### config.mk
export PLATFORM = sky130hd
export DESIGN_NAME = regfile_wb_arbiter
export DESIGN_NICKNAME = d
export VERILOG_FILES = /design/src/rtl/rf_arb_pkg.sv /design/src/rtl/rr_arb2.sv /design/src/rtl/regfile_wb_arbiter.sv
export SDC_FILE = /design/constraint.sdc
export NUM_CORES = 1
export LEC_CHECK = 0
export ABC_CLOCK_PERIOD_IN_PS = 2200
export BUFFER_PORTS_ARGS = -buffer_cell sky130_fd_sc_hd__buf_2
export CORE_ASPECT_RATIO = 1.4
export CORE_MARGIN = 5
export CORE_UTILIZATION = 47
export CTS_CLUSTER_SIZE = 24
export DETAILED_ROUTE_END_ITERATION = 7
export PLACE_DENSITY_LB_ADDON = 0.2
export SLEW_MARGIN = 20
export SYNTH_ARGS = -nofsm -noshare
export SYNTH_HDL_FRONTEND = slang
export SYNTH_SLANG_ARGS = --single-unit
### constraint.sdc
create_clock -name clk -period 2.2 [get_ports clk]
set_input_delay 0.22 -clock clk [delete_from_list [all_inputs] [get_ports clk]]
set_output_delay 0.22 -clock clk [all_outputs]
set_load 0.01 [all_outputs]
### src/rtl/rf_arb_pkg.sv
// rf_arb_pkg: shared constants and types for the register-file write-back arbiter.
//   DATA_W / ADDR_W / NUM_REGS : default data width, register index width, register count.
//   reg_idx_t / reg_data_t     : register index and data types.
//   wb_req_t                   : one write-back request {valid, rd, data}.
package rf_arb_pkg;

  localparam int unsigned DATA_W   = 32;
  localparam int unsigned ADDR_W   = 5;
  localparam int unsigned NUM_REGS = 32;

  typedef logic [ADDR_W-1:0] reg_idx_t;
  typedef logic [DATA_W-1:0] reg_data_t;

  typedef struct packed {
    logic      valid;
    reg_idx_t  rd;
    reg_data_t data;
  } wb_req_t;

endpackage

### src/rtl/rr_arb2.sv
// rr_arb2: two-input round-robin grant with a one-bit last-grant register.
//   i_clk   : clock, rising edge.
//   i_rst_n : asynchronous active-low reset; last grant resets to 1 so input 0 wins the first tie.
//   i_req   : request vector, bit n from requester n.
//   o_gnt   : combinational one-hot (or zero) grant vector.
module rr_arb2 (
  input  logic       i_clk,
  input  logic       i_rst_n,
  input  logic [1:0] i_req,
  output logic [1:0] o_gnt
);

  logic r_last_grant;

  always_comb begin
    o_gnt = 2'b00;
    case (i_req)
      2'b01:   o_gnt = 2'b01;
      2'b10:   o_gnt = 2'b10;
      // On a tie the requester that did not win last time goes first.
      2'b11:   o_gnt = r_last_grant ? 2'b01 : 2'b10;
      default: o_gnt = 2'b00;
    endcase
  end

  always_ff @(posedge i_clk or negedge i_rst_n) begin
    if (!i_rst_n) begin
      r_last_grant <= 1'b1;
    end else if (|i_req) begin
      r_last_grant <= o_gnt[1];
    end
  end

endmodule

### src/rtl/regfile_wb_arbiter.sv
// regfile_wb_arbiter: shares the register file's single write port between the ALU
// write-back (req0) and the load/mul-div write-back (req1), with a pending-write scoreboard.
//   clk, rst                    : clock and asynchronous active-low reset.
//   reqN_valid/rd/data, ready   : write-back requesters; ready is the combinational grant.
//   issue_valid, issue_rd       : marks a destination register as pending.
//   sb_pending                  : one bit per register, set while a write is outstanding.
//   rf_we, rf_waddr, rf_wdata   : registered write port into the register file.
// Optional feature, macro RF_ARB_BYPASS_EN: adds rs1_addr/rs2_addr inputs and
// fwd1_hit/fwd1_data/fwd2_hit/fwd2_data outputs forwarding the write in flight.
module regfile_wb_arbiter
  import rf_arb_pkg::*;
#(
  parameter int unsigned DATA_W   = rf_arb_pkg::DATA_W,
  parameter int unsigned ADDR_W   = rf_arb_pkg::ADDR_W,
  parameter int unsigned NUM_REGS = rf_arb_pkg::NUM_REGS
) (
  input  logic                clk,
  input  logic                rst,
  input  logic                req0_valid,
  input  logic [ADDR_W-1:0]   req0_rd,
  input  logic [DATA_W-1:0]   req0_data,
  output logic                req0_ready,
  input  logic                req1_valid,
  input  logic [ADDR_W-1:0]   req1_rd,
  input  logic [DATA_W-1:0]   req1_data,
  output logic                req1_ready,
  input  logic                issue_valid,
  input  logic [ADDR_W-1:0]   issue_rd,
  output logic [NUM_REGS-1:0] sb_pending,
  output logic                rf_we,
  output logic [ADDR_W-1:0]   rf_waddr,
  output logic [DATA_W-1:0]   rf_wdata
`ifdef RF_ARB_BYPASS_EN
  ,
  input  logic [ADDR_W-1:0]   rs1_addr,
  input  logic [ADDR_W-1:0]   rs2_addr,
  output logic                fwd1_hit,
  output logic [DATA_W-1:0]   fwd1_data,
  output logic                fwd2_hit,
  output logic [DATA_W-1:0]   fwd2_data
`endif
);

  wb_req_t             w_req0;
  wb_req_t             w_req1;
  wb_req_t             w_sel;
  logic [1:0]          w_gnt;
  logic                w_any_gnt;
  logic [NUM_REGS-1:0] w_sb_d;

  logic                r_rf_we;
  logic [ADDR_W-1:0]   r_rf_waddr;
  logic [DATA_W-1:0]   r_rf_wdata;
  logic [NUM_REGS-1:0] r_sb;

  assign w_req0 = '{valid: req0_valid, rd: reg_idx_t'(req0_rd), data: reg_data_t'(req0_data)};
  assign w_req1 = '{valid: req1_valid, rd: reg_idx_t'(req1_rd), data: reg_data_t'(req1_data)};

  rr_arb2 u_rr_arb2 (
    .i_clk   (clk),
    .i_rst_n (rst),
    .i_req   ({w_req1.valid, w_req0.valid}),
    .o_gnt   (w_gnt)
  );

  assign req0_ready = w_gnt[0];
  assign req1_ready = w_gnt[1];
  assign w_any_gnt  = |w_gnt;
  assign w_sel      = w_gnt[1] ? w_req1 : w_req0;

  // Output stage never stalls; an x0 write is accepted but never reaches the file.
  always_ff @(posedge clk or negedge rst) begin
    if (!rst) begin
      r_rf_we    <= 1'b0;
      r_rf_waddr <= '0;
      r_rf_wdata <= '0;
    end else begin
      r_rf_we <= w_any_gnt && (w_sel.rd != '0);
      if (w_any_gnt && (w_sel.rd != '0)) begin
        r_rf_waddr <= ADDR_W'(w_sel.rd);
        r_rf_wdata <= DATA_W'(w_sel.data);
      end
    end
  end

  // Clear on retire, then set on issue so a newer producer on the same index stays pending.
  always_comb begin
    w_sb_d = r_sb;
    if (r_rf_we) begin
      w_sb_d[r_rf_waddr] = 1'b0;
    end
    if (issue_valid && (issue_rd != '0)) begin
      w_sb_d[issue_rd] = 1'b1;
    end
    w_sb_d[0] = 1'b0;
  end

  always_ff @(posedge clk or negedge rst) begin
    if (!rst) begin
      r_sb <= '0;
    end else begin
      r_sb <= w_sb_d;
    end
  end

  assign sb_pending = r_sb;
  assign rf_we      = r_rf_we;
  assign rf_waddr   = r_rf_waddr;
  assign rf_wdata   = r_rf_wdata;

`ifdef RF_ARB_BYPASS_EN
  // The file's read port still returns old data during the write cycle.
  assign fwd1_hit  = r_rf_we && (r_rf_waddr == rs1_addr) && (rs1_addr != '0);
  assign fwd1_data = r_rf_wdata;
  assign fwd2_hit  = r_rf_we && (r_rf_waddr == rs2_addr) && (rs2_addr != '0);
  assign fwd2_data = r_rf_wdata;
`endif

`ifndef SYNTHESIS
  // Requesters may only write back registers that are marked pending.
  a_req0_pending: assert property (@(posedge clk) disable iff (!rst)
    (req0_valid && req0_ready && (req0_rd != '0)) |-> r_sb[req0_rd]);
  a_req1_pending: assert property (@(posedge clk) disable iff (!rst)
    (req1_valid && req1_ready && (req1_rd != '0)) |-> r_sb[req1_rd]);
`endif

endmodule
Word-level counts from Yosys, hierarchy flattened
Cells that the tools add are included.
W data, S select, Z words.

operators by class
  order comparisons = 4
  equal/unequal tests = 3
  mux-type cells = 9
  bitwise logic cells = 3
  reduce and logical (&&, ||, !) cells = 8

operators with widths
  cell                  count
  $mux W32              2
  $mux W37              1
  $and A32 B32 Y32      1
  $not A32 Y32          1
  $or A32 B32 Y32       1
  $lt A5 B6 Y1 const B  2
  $demux W1 S5          2
  $ge A5 B1 Y1 const B  2
  $reduce_bool A5 Y1    2
  $pmux W2 S3           1
  $eq A2 B2 Y1 const B  2
  $logic_and A1 B1 Y1   4
  $reduce_or A2 Y1      2
  $eq A2 B1 Y1 const B  1
  $mux W1               2
  $mux W2               1

storage, ports and cells
  bits in registers = 70
  output and inout port bits = 72
  logic and storage cells = 32

Logic depth before layout (Yosys ltp)
  word-level depth = 9
  mapped depth = 7

Hierarchy
A second synthesis with hierarchy kept.

unflattened totals
  cells, all modules = 259
  area, all modules = 3306.9 µm²

modules (own cells, without submodules)
  module              instances  cells an instance  area each (µm²)  sequential area each (µm²)
  regfile_wb_arbiter  1          253                3253.1           1726.7
  rr_arb2             1          6                  53.8             26.3

Least setup slack after synthesis
Ideal clock, no wire load.

  kind = register to register
  start = register u_rr_arb2.r_last_grant
  end = register r_rf_wdata[10] (netlist: rf_wdata[10])
  arrival = 1.753 ns
  required time = 2.075 ns
  slack = 0.322 ns
  cell stages (with the launch flop) = 7
  period minus slack after synthesis = 1.878 ns
  cell sequence = dfstp_2 inv_1 a21boi_0 a22o_1 buf_6 buf_12 mux2_4

on the way
  elaborated cells between the ends (all ways) = 6
  those cells by class = mux (3); reduce/logical (3)

RTL lines
  item                      RTL line                  text
  start: declaration        rr_arb2.sv:13             logic r_last_grant;
  start signal: assignment  rr_arb2.sv:30             r_last_grant <= o_gnt[1];
  $mux W2                   rr_arb2.sv:21             2'b11: o_gnt = r_last_grant ? 2'b01 : 2'b10;
  $pmux W2 S3               rr_arb2.sv:17             case (i_req)
  via req0_ready            regfile_wb_arbiter.sv:22  output logic req0_ready,
  $reduce_or A2 Y1          regfile_wb_arbiter.sv:68  assign w_any_gnt = |w_gnt;
  $logic_and A1 B1 Y1       regfile_wb_arbiter.sv:79  if (w_any_gnt && (w_sel.rd != '0)) begin
  end signal: assignment    regfile_wb_arbiter.sv:81  r_rf_wdata <= DATA_W'(w_sel.data);
  end: declaration          regfile_wb_arbiter.sv:53  logic [DATA_W-1:0] r_rf_wdata;

The timed path passes the listed nets, and every way through them passes these cells.
A chain may end at the register's enable or synchronous reset.

Worst setup path after layout
  start = register u_rr_arb2.r_last_grant
  end = register r_rf_wdata[25] (netlist: rf_wdata[25])

on the way
  word-level cells in the longest chain between the ends = 5
  elaborated cells between the ends (all ways) = 6
  those cells by class = mux (3); reduce/logical (3)

RTL lines
  item                 RTL line                  text
  $mux W2 *            rr_arb2.sv:21
  $pmux W2 S3 *        rr_arb2.sv:17
  $mux W37             regfile_wb_arbiter.sv:69  assign w_sel = w_gnt[1] ? w_req1 : w_req0;
  $reduce_bool A5 Y1   regfile_wb_arbiter.sv:79
  $logic_and A1 B1 Y1  regfile_wb_arbiter.sv:79

Every way passes the cells marked *; elsewhere a longest branch is shown, timed or not.

==> run metrics <==
die area 9170 um^2; share of cells above drive strength 1 0.562; clk root buf clkbuf_8; non-filler instance count after layout 540; clock buffer depth 2; Yosys reg bits 70; max-cap violations 0; Synthesized Nets 364; fin nets 522; Hold Violations, Final 0; Max stage delay cell, worst path buf_4; post-synth cell types 29; Worst EP required 2.42 ns; Worst Path Arrival 2.15 ns; most common cell after layout, fill and taps aside buf_2; Cell Chain, Critical Path nand2_2 -> nand2_1 -> inv_1 -> buf_4 -> mux2_2 -> mux2_4; clk_skew 0.00852 ns; GRT Resource Usage Total 0.195; status completed; Setup-failing EPs final 0; CP Launch Type flop; Critical Path Fanout Max 39; global-route wire length before repair 13.8 mm; Min-Delay Path Class input pin to flop; Final Wtd Congestion 0.868; vias per cell 5.24; Post-Syn Instances 280; synthesized cell area 3450 um^2; Pins Over Slew Limit 0; dpl cells 523; fin crit share 0.875; post-cts resize count 0; Worst setup endpoint rf_wdata[25]; Peak VDD IR 705 uV; clock sink count 70; Die Ht 111 um; Crit Path Category flop to flop; yosys warns 0; Die Wd 82.4 um; crit path from u_rr_arb2.r_last_grant; later-pin clock latency in the skew report 0.34 ns; sequential share of the synthesized area 0.508; most frequent cells in the layout 154 x buf_2, 69 x dfrtp_1, 64 x o21ai_0; slew at the pin closest to its max-slew limit 0.582 ns; # Post-CTS Setup Buffers 0; P&R area growth vs syn 30.7%; hold_buf cts 1; DRC viols 0; TNS Setup 0 ns; largest net degree at the start of global routing 48; IO Count 156; slowest stage delay, CP 0.42 ns; RSZ-0062 raised after global routing no; core area 7270 um^2; Lkg Pwr 2.12 nW; R2R Path Start u_rr_arb2.r_last_grant; Mapped Avg Cell Area 12.3 um^2; initial antenna violation count 0; r2r worst-path depth 6; WL/cell 16.8 um; min cycle time layout 1.93 ns; CTS tree built; Clock transition at path regs 0.07 ns; r2r setup slk 0.27 ns; I/O Buffers 154; GRT overflow 0; Post-DRT Antenna Nets 0; DR vias 2830; Pwr Density 1000 nW/um^2; fmax 519 MHz; Num CTS Buffers 9; Post-DP HPWL 6.83 mm; Starting Density 0.474; vias in the first global route 2849; FF-to-FF End rf_wdata[25]; 1st-pass router iterations 4; DRT iter0 DRCs 79; final wirelength 9.06 mm; row cnt 37; ant diodes 0; CTS HTree Levels 3; Slew HR 0.612; Worst Setup End Kind flop
-- how the worst min path moves through the flow --
| stage | startpoint | slack, ns | end | cells after the start |
|---|---|---|---|---|
| after floorplan | rst | -0.08 | rf_waddr[0] | 0 |
| after global placement | rst | 0.24 | rf_wdata[5] | 1 |
| after detailed placement | rst | 0.24 | rf_wdata[5] | 1 |
| after CTS | req1_rd[0] | 0.14 | rf_waddr[0] | 3 |
| after global routing | req0_rd[0] | 0.17 | rf_waddr[0] | 3 |
| final | req1_rd[0] | 0.15 | rf_waddr[0] | 3 |
-- cells by family (layout without fill, tap and decap cells) --
kind of cell           Yosys count  after routing  share of synthesized area
AOI/OAI and AO/OA               76             76                      0.118
muxes                           71             71                      0.262
DFF                             70             70                      0.508
and+or+nand+nor                 47             47                     0.0744
buffers and inverters           15            178                     0.0366
other                            1              1                    0.00109
-- registers in the layout, summed over array words and instances (netlist names) --
| signal | count |
|---|---|
| rf_waddr | 5 |
| u_rr_arb2.r_last_grant | 1 |
| rf_wdata | 32 |
| rf_we | 1 |
| sb_pending | 31 |
-- through the flow --
| stage | cell area (um^2) | setup WS, ns | utilization | power (mW) | hold slack (ns) |
|---|---|---|---|---|---|
| after CTS | 4510 | 0.254 | 0.620 | 4.56 | 0.139 |
| after global routing | 4510 | 0.149 | 0.620 | 4.80 | 0.175 |
| after global placement | 4280 | 0.286 | 0.589 | 3.40 | 0.243 |
| after detailed placement | 4280 | 0.278 | 0.589 | 3.43 | 0.244 |
| after floorplan | 3450 | 0.322 | - | 2.75 | -0.0756 |
| final | 4510 | 0.275 | 0.620 | 4.52 | 0.150 |
-- layer usage --
layer,up-vias,share of wire,track usage
li1,1336,-,-
met1,1346,0.41,0.240
met2,132,0.50,0.330
met3,16,0.075,0.0332
met4,0,0.018,0.0765
met5,-,0,0
-- report_power, final --
group          total (mW)  switching (mW)  internal (mW)
sequential           1.94           0.242           1.70
clock                1.12           0.479          0.637
combinational        1.46           0.747          0.710
total                4.52            1.47           3.05
-- synthesized netlist by cell type (all sizes together) --
cell type  number  area, um^2
dfrtp          69        1730
mux2           69         882
o21ai          64         320
nand2          10        40.0
nand3b         10        75.1
buf             9         104
nor2            9        33.8
nand3           7        35.0
o22ai           6        37.5
or3             4        25.0
clkbuf          3        11.3
inv             3        11.3
nor3            3        15.0
or3b            3        26.3
mux2i           2        20.0
o2bb2ai         2        17.5
a21boi          1        7.51
a22o            1        8.76
conb            1        3.75
dfstp           1        26.3
o211ai          1        7.51
o21a            1        7.51
or2             1        6.26
-- layout make-up --
cell class	instances	area, um^2
repair buffers	159	836
inverters	3	11.3
clock buffers	10	128
flip-flops and latches	70	1750
clock inverters	6	86.3
well taps	97	121
fillers	647	2760
multi-input cells	195	1570
-- critical path: cells and delay by family, from the launching register on --
family,cells,cell delay (ns)
simple gates,2,0.23
flops,1,0.38
buf+inv,2,0.52
mux,2,0.66
Power figures use the tool's default switching activity.
